**config.mk**
```make
export PLATFORM = sky130hd
export DESIGN_NAME = uart_tx_led_monitor
export DESIGN_NICKNAME = d
export VERILOG_FILES = /design/src/rtl/uart_tx_led_monitor.sv
export SDC_FILE = /design/constraint.sdc
export NUM_CORES = 1
export LEC_CHECK = 0
export ABC_AREA = 1
export CAP_MARGIN = 10
export CORE_MARGIN = 10
export CORE_UTILIZATION = 45
export CTS_BUF_LIST = sky130_fd_sc_hd__clkbuf_4
export CTS_CLUSTER_DIAMETER = 150
export DETAILED_ROUTE_END_ITERATION = 7
export HOLD_SLACK_MARGIN = 0.02
export PLACE_DENSITY = 0.66
export SLEW_MARGIN = 20
export SYNTH_ARGS = -nofsm -noshare
export SYNTH_HDL_FRONTEND = slang
export SYNTH_SLANG_ARGS = --single-unit
```
**constraint.sdc**
```tcl
create_clock -name clock -period 2.1 [get_ports clock]
set_clock_uncertainty 0.1 [all_clocks]
set_input_delay 0.42 -clock clock [delete_from_list [all_inputs] [get_ports clock]]
set_output_delay 0.42 -clock clock [all_outputs]
set_load 0.01 [all_outputs]
```
**src/rtl/uart_tx_led_monitor.sv**
```systemverilog
`timescale 1ns/1ps
`default_nettype none
// ============================================================================
// Module      : uart_tx_led_monitor
// Description : Passive 8N1 UART decoder tapping the SoC transmit line; shows
//               the last received byte on active-low LEDs.
//               Optional stop-bit checking: UART_MONITOR_FRAME_CHECK_EN
// Revision    : 1.0 - initial release
// ============================================================================
module uart_tx_led_monitor #(
    parameter int CLOCK_FREQUENCY = 27000000,
    parameter int UART_BAUD_RATE  = 9600
) (
    input  logic       clock,
    input  logic       reset,
    input  logic       uart_tx,
    output logic [7:0] rx_data,
    output logic       rx_valid,
    output logic [5:0] led,
    output logic       frame_error
);

    localparam int CYCLES_PER_BIT = CLOCK_FREQUENCY / UART_BAUD_RATE;
    localparam int HALF_BIT       = CYCLES_PER_BIT / 2;
    localparam int CNT_W          = $clog2(CYCLES_PER_BIT) + 1;

    localparam logic [CNT_W-1:0] BIT_LAST  = CNT_W'(CYCLES_PER_BIT - 1);
    localparam logic [CNT_W-1:0] HALF_LAST = CNT_W'(HALF_BIT - 1);
    localparam logic [CNT_W-1:0] CNT_ONE   = CNT_W'(1);

    typedef enum logic [2:0] {
        S_IDLE      = 3'd0,
        S_START     = 3'd1,
        S_DATA      = 3'd2,
`ifdef UART_MONITOR_FRAME_CHECK_EN
        S_STOP      = 3'd3,
        S_WAIT_IDLE = 3'd4
`else
        S_STOP      = 3'd3
`endif
    } state_t;

    logic [1:0]       sync_q, sync_d;
    logic             line;
    state_t           state_q, state_d;
    logic [CNT_W-1:0] cnt_q, cnt_d;
    logic [2:0]       bit_idx_q, bit_idx_d;
    logic [7:0]       shift_q, shift_d;
    logic [7:0]       rx_data_q, rx_data_d;
    logic             rx_valid_q, rx_valid_d;
`ifdef UART_MONITOR_FRAME_CHECK_EN
    logic             frame_error_q, frame_error_d;
`endif

    // Idle-high line: synchronizer resets to 1 so reset never fakes a start bit
    assign sync_d = {sync_q[0], uart_tx};
    assign line   = sync_q[1];

    always_comb begin
        state_d    = state_q;
        cnt_d      = cnt_q + CNT_ONE;
        bit_idx_d  = bit_idx_q;
        shift_d    = shift_q;
        rx_data_d  = rx_data_q;
        rx_valid_d = 1'b0;
`ifdef UART_MONITOR_FRAME_CHECK_EN
        frame_error_d = frame_error_q;
`endif
        case (state_q)
            S_IDLE: begin
                cnt_d     = '0;
                bit_idx_d = 3'd0;
                if (!line) begin
                    state_d = S_START;
                end
            end
            S_START: begin
                if (cnt_q == HALF_LAST) begin
                    cnt_d   = '0;
                    state_d = line ? S_IDLE : S_DATA;
                end
            end
            S_DATA: begin
                if (cnt_q == BIT_LAST) begin
                    cnt_d     = '0;
                    shift_d   = {line, shift_q[7:1]};
                    bit_idx_d = bit_idx_q + 3'd1;
                    if (bit_idx_q == 3'd7) begin
                        state_d = S_STOP;
                    end
                end
            end
            S_STOP: begin
                if (cnt_q == BIT_LAST) begin
                    cnt_d = '0;
`ifdef UART_MONITOR_FRAME_CHECK_EN
                    if (line) begin
                        rx_data_d  = shift_q;
                        rx_valid_d = 1'b1;
                        state_d    = S_IDLE;
                    end else begin
                        frame_error_d = 1'b1;
                        state_d       = S_WAIT_IDLE;
                    end
`else
                    rx_data_d  = shift_q;
                    rx_valid_d = 1'b1;
                    state_d    = S_IDLE;
`endif
                end
            end
`ifdef UART_MONITOR_FRAME_CHECK_EN
            // A held-low line (break) must return high before a new start
            S_WAIT_IDLE: begin
                cnt_d = '0;
                if (line) begin
                    state_d = S_IDLE;
                end
            end
`endif
            default: begin
                cnt_d   = '0;
                state_d = S_IDLE;
            end
        endcase
    end

    always_ff @(posedge clock) begin
        if (reset) begin
            sync_q     <= 2'b11;
            state_q    <= S_IDLE;
            cnt_q      <= '0;
            bit_idx_q  <= 3'd0;
            shift_q    <= 8'h00;
            rx_data_q  <= 8'h00;
            rx_valid_q <= 1'b0;
        end else begin
            sync_q     <= sync_d;
            state_q    <= state_d;
            cnt_q      <= cnt_d;
            bit_idx_q  <= bit_idx_d;
            shift_q    <= shift_d;
            rx_data_q  <= rx_data_d;
            rx_valid_q <= rx_valid_d;
        end
    end

`ifdef UART_MONITOR_FRAME_CHECK_EN
    always_ff @(posedge clock) begin
        if (reset) begin
            frame_error_q <= 1'b0;
        end else begin
            frame_error_q <= frame_error_d;
        end
    end

    assign frame_error = frame_error_q;
`else
    assign frame_error = 1'b0;
`endif

    assign rx_data  = rx_data_q;
    assign rx_valid = rx_valid_q;
    assign led      = ~rx_data_q[5:0];

endmodule

`default_nettype wire
```
# == After elaboration in Yosys (flattened, before gate mapping) ==
# Cells that the tools add are included.
# classes
add_sub_neg,2
n_eq_ne,11
n_mux,13
bitwise,2
n_reduce_logical,8
# ops
operator,count
2-to-1 mux 13 bit,2
case mux 13 bit (2 select lines),1
2-to-1 mux 3 bit,6
adder 13 x 1 -> 13 bit (second input constant),1
== test 13 x 11 -> 1 bit (second input constant),1
== test 13 x 12 -> 1 bit (second input constant),1
case mux 3 bit (4 select lines),1
!= test 2 bit (second input constant),5
== test 3 x 2 -> 1 bit (second input constant),2
inverter 6 bit,1
case mux 3 bit (2 select lines),1
AND reduction 2 bit,3
AND reduction 5 bit,1
OR reduction 2 bit,2
adder 3 x 1 -> 3 bit (second input constant),1
== test 3 x 1 -> 1 bit (second input constant),1
== test 3 bit (second input constant),1
zero test 3 bit,1
2-to-1 mux 2 bit,1
nonzero test 2 bit,1
2-to-1 mux 1 bit,1
inverter 1 bit,1
# word_totals
regBits,38
inputBits,3
out_inout_bits,16
elab_cells,43

# == Logic depth before layout (Yosys ltp) ==
# Gate-level depths: netlist (run 1).
# logic_depth
depth_word,4
ltp_mapped,10
mapped_depth_nobuf,10

# == Worst setup path before layout (run 1) ==
# OpenSTA, ideal clock, no wires.
# synth_path
path_kind,flip-flop to flip-flop
startpoint,reg cnt_q[0]
endpoint,reg cnt_q[11]
setup_time_ns,0.115
t_arrival_ns,1.374
required_time_ns,1.885
path_slack_ns,0.511
stages_incl_launch_ff,10
path_buffers,1
period_less_slack_ns,1.589
cell_sequence,dfxtp_1 ha_1 nand2_1 nor2_2 nand3_2 nand2_2 nand2_2 nand2_4 buf_12 nor2_2
# synth_between
elab_chain_cells,3
elab_cells_between_ends,6
cone_classes,1 x add/sub; 2 x eq/ne; 3 x mux
# synth_rtl
element,line,rtl
from (decl),46,"logic [CNT_W-1:0] cnt_q, cnt_d;"
from (signal assigned),140,cnt_q <= cnt_d;
adder 13 x 1 -> 13 bit (tied with other cells),61,cnt_d = cnt_q + CNT_ONE;
2-to-1 mux 13 bit (on tied branches),"84, 94, 78",
case mux 13 bit (2 select lines) (*),69,case (state_q)
# Every way passes the cells marked *; elsewhere a longest branch is shown, timed or not.
# A chain may end at the register's enable or synchronous reset.

# == Worst setup path in the final report (run 1) ==
# layout_path
startpoint,reg cnt_q[0]
endpoint,reg shift_q[6]
# layout_between
elab_chain_cells,2
# layout_rtl
element,line,rtl
== test 13 x 12 -> 1 bit,84,if (cnt_q == BIT_LAST) begin
AND reduction 2 bit (no source line),-,
to (signal assigned),142,shift_q <= shift_d;
to (decl),48,"logic [7:0] shift_q, shift_d;"
# No other way between the ends.

==> run_results.csv, run 1 <==
group,metric,value,unit
setup_path,cp_data_arrival_time,1.96,ns
floorplan,floorplan.core_area,3720,um^2
detailed_routing,first_pass_iters,4,
cells_and_area,layout.area.seq,741,um^2
cells_and_area,fillers,375,
floorplan,total_die_area,6790,um^2
sta,final.period_utilization,0.869,
sta,period_needed,1.82,ns
sta,final_max_slew_viol_count,0,
place,post_placement_setup_slack,0.283,ns
setup_path,crit_path_max_fanout,8,
cts,cts_htree_levels,2,
floorplan,floorplan.initialDensity,0.471,
detailed_routing,remaining_design_rule_violation_count,0,
cts,clock_path_buffers,2,
sta,finalWorstSetupSlack,0.276,ns
global_route,grt_pass1_vias,1188,
yosys,yosys_warnings,0,
yosys,synthesis.area,1750,um^2
floorplan,std_cell_rows,22,
worst_hold_path,worst_hold_path.endpoint,"sync_q[1]",
detailed_routing,drt_iter0_drc,112,
worst_hold_path,worstHoldStart,"sync_q[0]",
setup_path,crit_type,"register to register",
detailed_routing,postRouteWirelength,3.12,mm
cts,cts-buffers-inserted,5,
cells_and_area,num_antenna_cells,0,
setup_path,critical_path_endpoint_category,"register",
yosys,average_footprint_of_a_synthesized_cell,7.75,um^2
setup_path,crit-reg2reg-launch,"cnt_q[0]",
sta,max_freq,548,MHz
global_route,gr-usage-all-layers,0.101,
sta,rsz0062_at_grt,"no",
pwr,total_leakage_power,0.000754,uW
cts,cts_num_sinks,37,
worst_hold_path,hold_path.class,"register to register",
yosys,synth-seq-cells,37,
cells_and_area,final_layout_size_suffix_gt1_frac,0.153,
cts,post_cts_hold_buffer_count,0,
sta,timing.final.hold_violations,0,
sta,final-setup-viol-count,0,
place,gp_congestion,0.787,
cts,post_cts_repair_resize_count,0,
cells_and_area,util_after_layout,0.538,
yosys,async_reset_ff_frac,0,
global_route,global_route.overflow_total,0,
worst_hold_path,worst_hold_path.num_cells,1,
detailed_routing,drt.antenna.violating_nets,0,
pwr,p_clk_frac,0.270,
global_route,maximum_number_of_pins_on_one_net_before_global_route_repair,14,
pwr,comb_pwr_share,0.173,
yosys,post_synth_num_cell_types,29,
detailed_routing,wire_per_inst,10.5,um
yosys,yosysSeqAreaShare,0.423,
pwr,p_switching,419,uW
pwr,power.switching_fraction,0.313,
pwr,p_seq_frac,0.558,
flow_run,maxCapViolations,0,
place,placedInstanceArea,1950,um^2
yosys,synth.top_cells.by_area,"dfxtp_1 42%, nand2_1 8.6%, inv_1 6.0%",
floorplan,top_level_pins,19,
setup_path,timing.critical_path.required,2.24,ns
setup_path,timing.critical_path.from_type,"register",
place,port_buffers,17,
cts,insertion_delay,0.33,ns
cells_and_area,area_growth_syn_to_layout,14.2,%
floorplan,die_w,82.4,um
pwr,power.density,669,nW/um^2
cts,tritoncts_clock_tree,"done",
pwr,cellInternalPower,920,uW
cts,post_cts_buffers,0,
yosys,synth_edf_count,0,
yosys,yosys.area.top_type_share,0.423,
pwr,total_power,1340,uW
global_route,initial_antenna_violation_count,0,
yosys,synth_top_cell_by_area,"dfxtp_1",
yosys,synthFlopType,"dfxtp_1",
setup_path,r2r_cells,8,
global_route,wire_length_of_the_first_global_routing_pass,5.42,mm
setup_path,timing.rr.end,"shift_q[6]",
cells_and_area,multi_input_area,851,um^2
cts,cts_root_buffer,"clkbuf_4",
detailed_routing,route.vias.total,1371,
cells_and_area,stdcell_area,2000,um^2
yosys,synth_fp_nets,233,
outcome,result_of_the_run,"completed",
place,post-dp-hpwl,2.36,mm
detailed_routing,vias_per_cell,4.63,
pwr,power.ir.vdd_worst,0.537,mV
cts,clk_pin_slew_worst_paths,0.11,ns
cells_and_area,finalNetCount,254,
setup_path,r2r_setup_slk,0.28,ns
floorplan,die_y,82.4,um
sta,timing.setup.tns,0,ns
yosys,synthesis.instances,226,
-- cell usage after synthesis (2+ instances only) --
cell type   n
or2_2       3
nand2_1    40
inv_1      28
nand3_1    16
nand2_2     4
xor2_1      8
nor2_4      2
nor2_2     12
a21oi_2     2
ha_1        4
o21ai_0    11
dfxtp_1    37
nor2_1     27
nor3_1      5
a21oi_1    11
nand4_1     3
-- routing by layer --
metal / track usage / share of wire / up-vias
met5: 0 / 0 / -
met1: 0.143 / 0.52 / 584
li1: - / - / 749
met4: 0.0408 / 0.016 / 0
met3: 0.0356 / 0.077 / 4
met2: 0.135 / 0.38 / 34
-- worst max-delay path, cell delays in order (launching register included) --
cell,delay [ns]
dfxtp_1,0.41
ha_1,0.32
nand2_1,0.12
nor2_2,0.12
nand3_2,0.12
nor2_4,0.17
inv_1,0.15
o21ai_0,0.18
nor2_1,0.05
-- power by group through the flow --
stage	Sequential (uW)	Combinational (uW)	Clock (uW)
final	747	231	361
after global routing	752	271	393
after global placement	762	231	0
after floorplan	756	208	0
after detailed placement	762	231	0
after CTS	746	233	381
-- state kept, by name (all words and copies together), names as in the netlist --
name and cells:
bit_idx_q 3, cnt_q 13, rx_data 8, rx_valid 1, shift_q 8, state_q 2, sync_q 2
-- cells by family after synthesis --
kind of cell / synth area share
buf+inv: 0.0914
compound gates: 0.0729
flops: 0.423
fa+ha+maj: 0.0286
simple gates: 0.342
other cells: 0.00214
xor+xnor: 0.0400
-- worst max path at each step --
stage             start    endpoint  slack [ns]  cells past startpoint
3_3_place_gp   cnt_q[0]  shift_q[6]        0.31                      8
4_1_cts        cnt_q[0]  shift_q[6]        0.27                      8
2_1_floorplan  cnt_q[0]   cnt_q[11]        0.51                      9
3_5_place_dp   cnt_q[0]  shift_q[6]        0.28                      8
6_report       cnt_q[0]  shift_q[6]        0.28                      8
5_1_grt        cnt_q[0]  shift_q[5]        0.03                      8
-- cell usage in the layout (no fill, tap or decap) --
cell / n
nand3_2: 1
nor2_4: 2
nor2_1: 27
clkinvlp_4: 1
nor3b_1: 1
nand4_1: 3
inv_1: 28
nand2_2: 4
nand3_1: 16
o21ai_0: 11
nor2_2: 12
nand2_4: 1
or2_2: 3
nor3_1: 5
ha_1: 4
a21oi_1: 11
nor3b_2: 1
xor2_1: 8
conb_1: 1
buf_4: 2
clkinv_1: 1
clkbuf_4: 5
nand2_1: 40
dfxtp_1: 37
nand4_4: 1
clkinv_2: 2
nor2_8: 1
a21oi_2: 2
clkdlybuf4s50_1: 17
-- cell type report --
cell class | count | area share
Inverter | 29 | 0.0544
Sequential cell | 37 | 0.370
Clock inverter | 3 | 0.00876
Multi-Input combinational cell | 155 | 0.425
Clock buffer | 5 | 0.0188
Timing Repair Buffer | 19 | 0.0926
Tap cell | 48 | 0.0300
-- metrics by stage --
stage / cells / hold slack [ns]
2_1_floorplan: 226 / 0.289
3_3_place_gp: 288 / 0.294
3_5_place_dp: 288 / 0.298
4_1_cts: 296 / 0.327
5_1_grt: 296 / 0.338
6_report: 296 / 0.323
No activity file was read; power rests on OpenSTA's default activity.
==> inputs of run 2 (changes only) <==
--- a/config.mk
+++ b/config.mk
@@ -6,6 +6,7 @@
 export NUM_CORES = 1
 export LEC_CHECK = 0
 export ABC_AREA = 1
+export ABC_CLOCK_PERIOD_IN_PS = 2100
 export CAP_MARGIN = 10
 export CORE_MARGIN = 10
 export CORE_UTILIZATION = 45
==> results of run 2 <==
The final DEF is identical to that of run 1; final timing and power are the same.
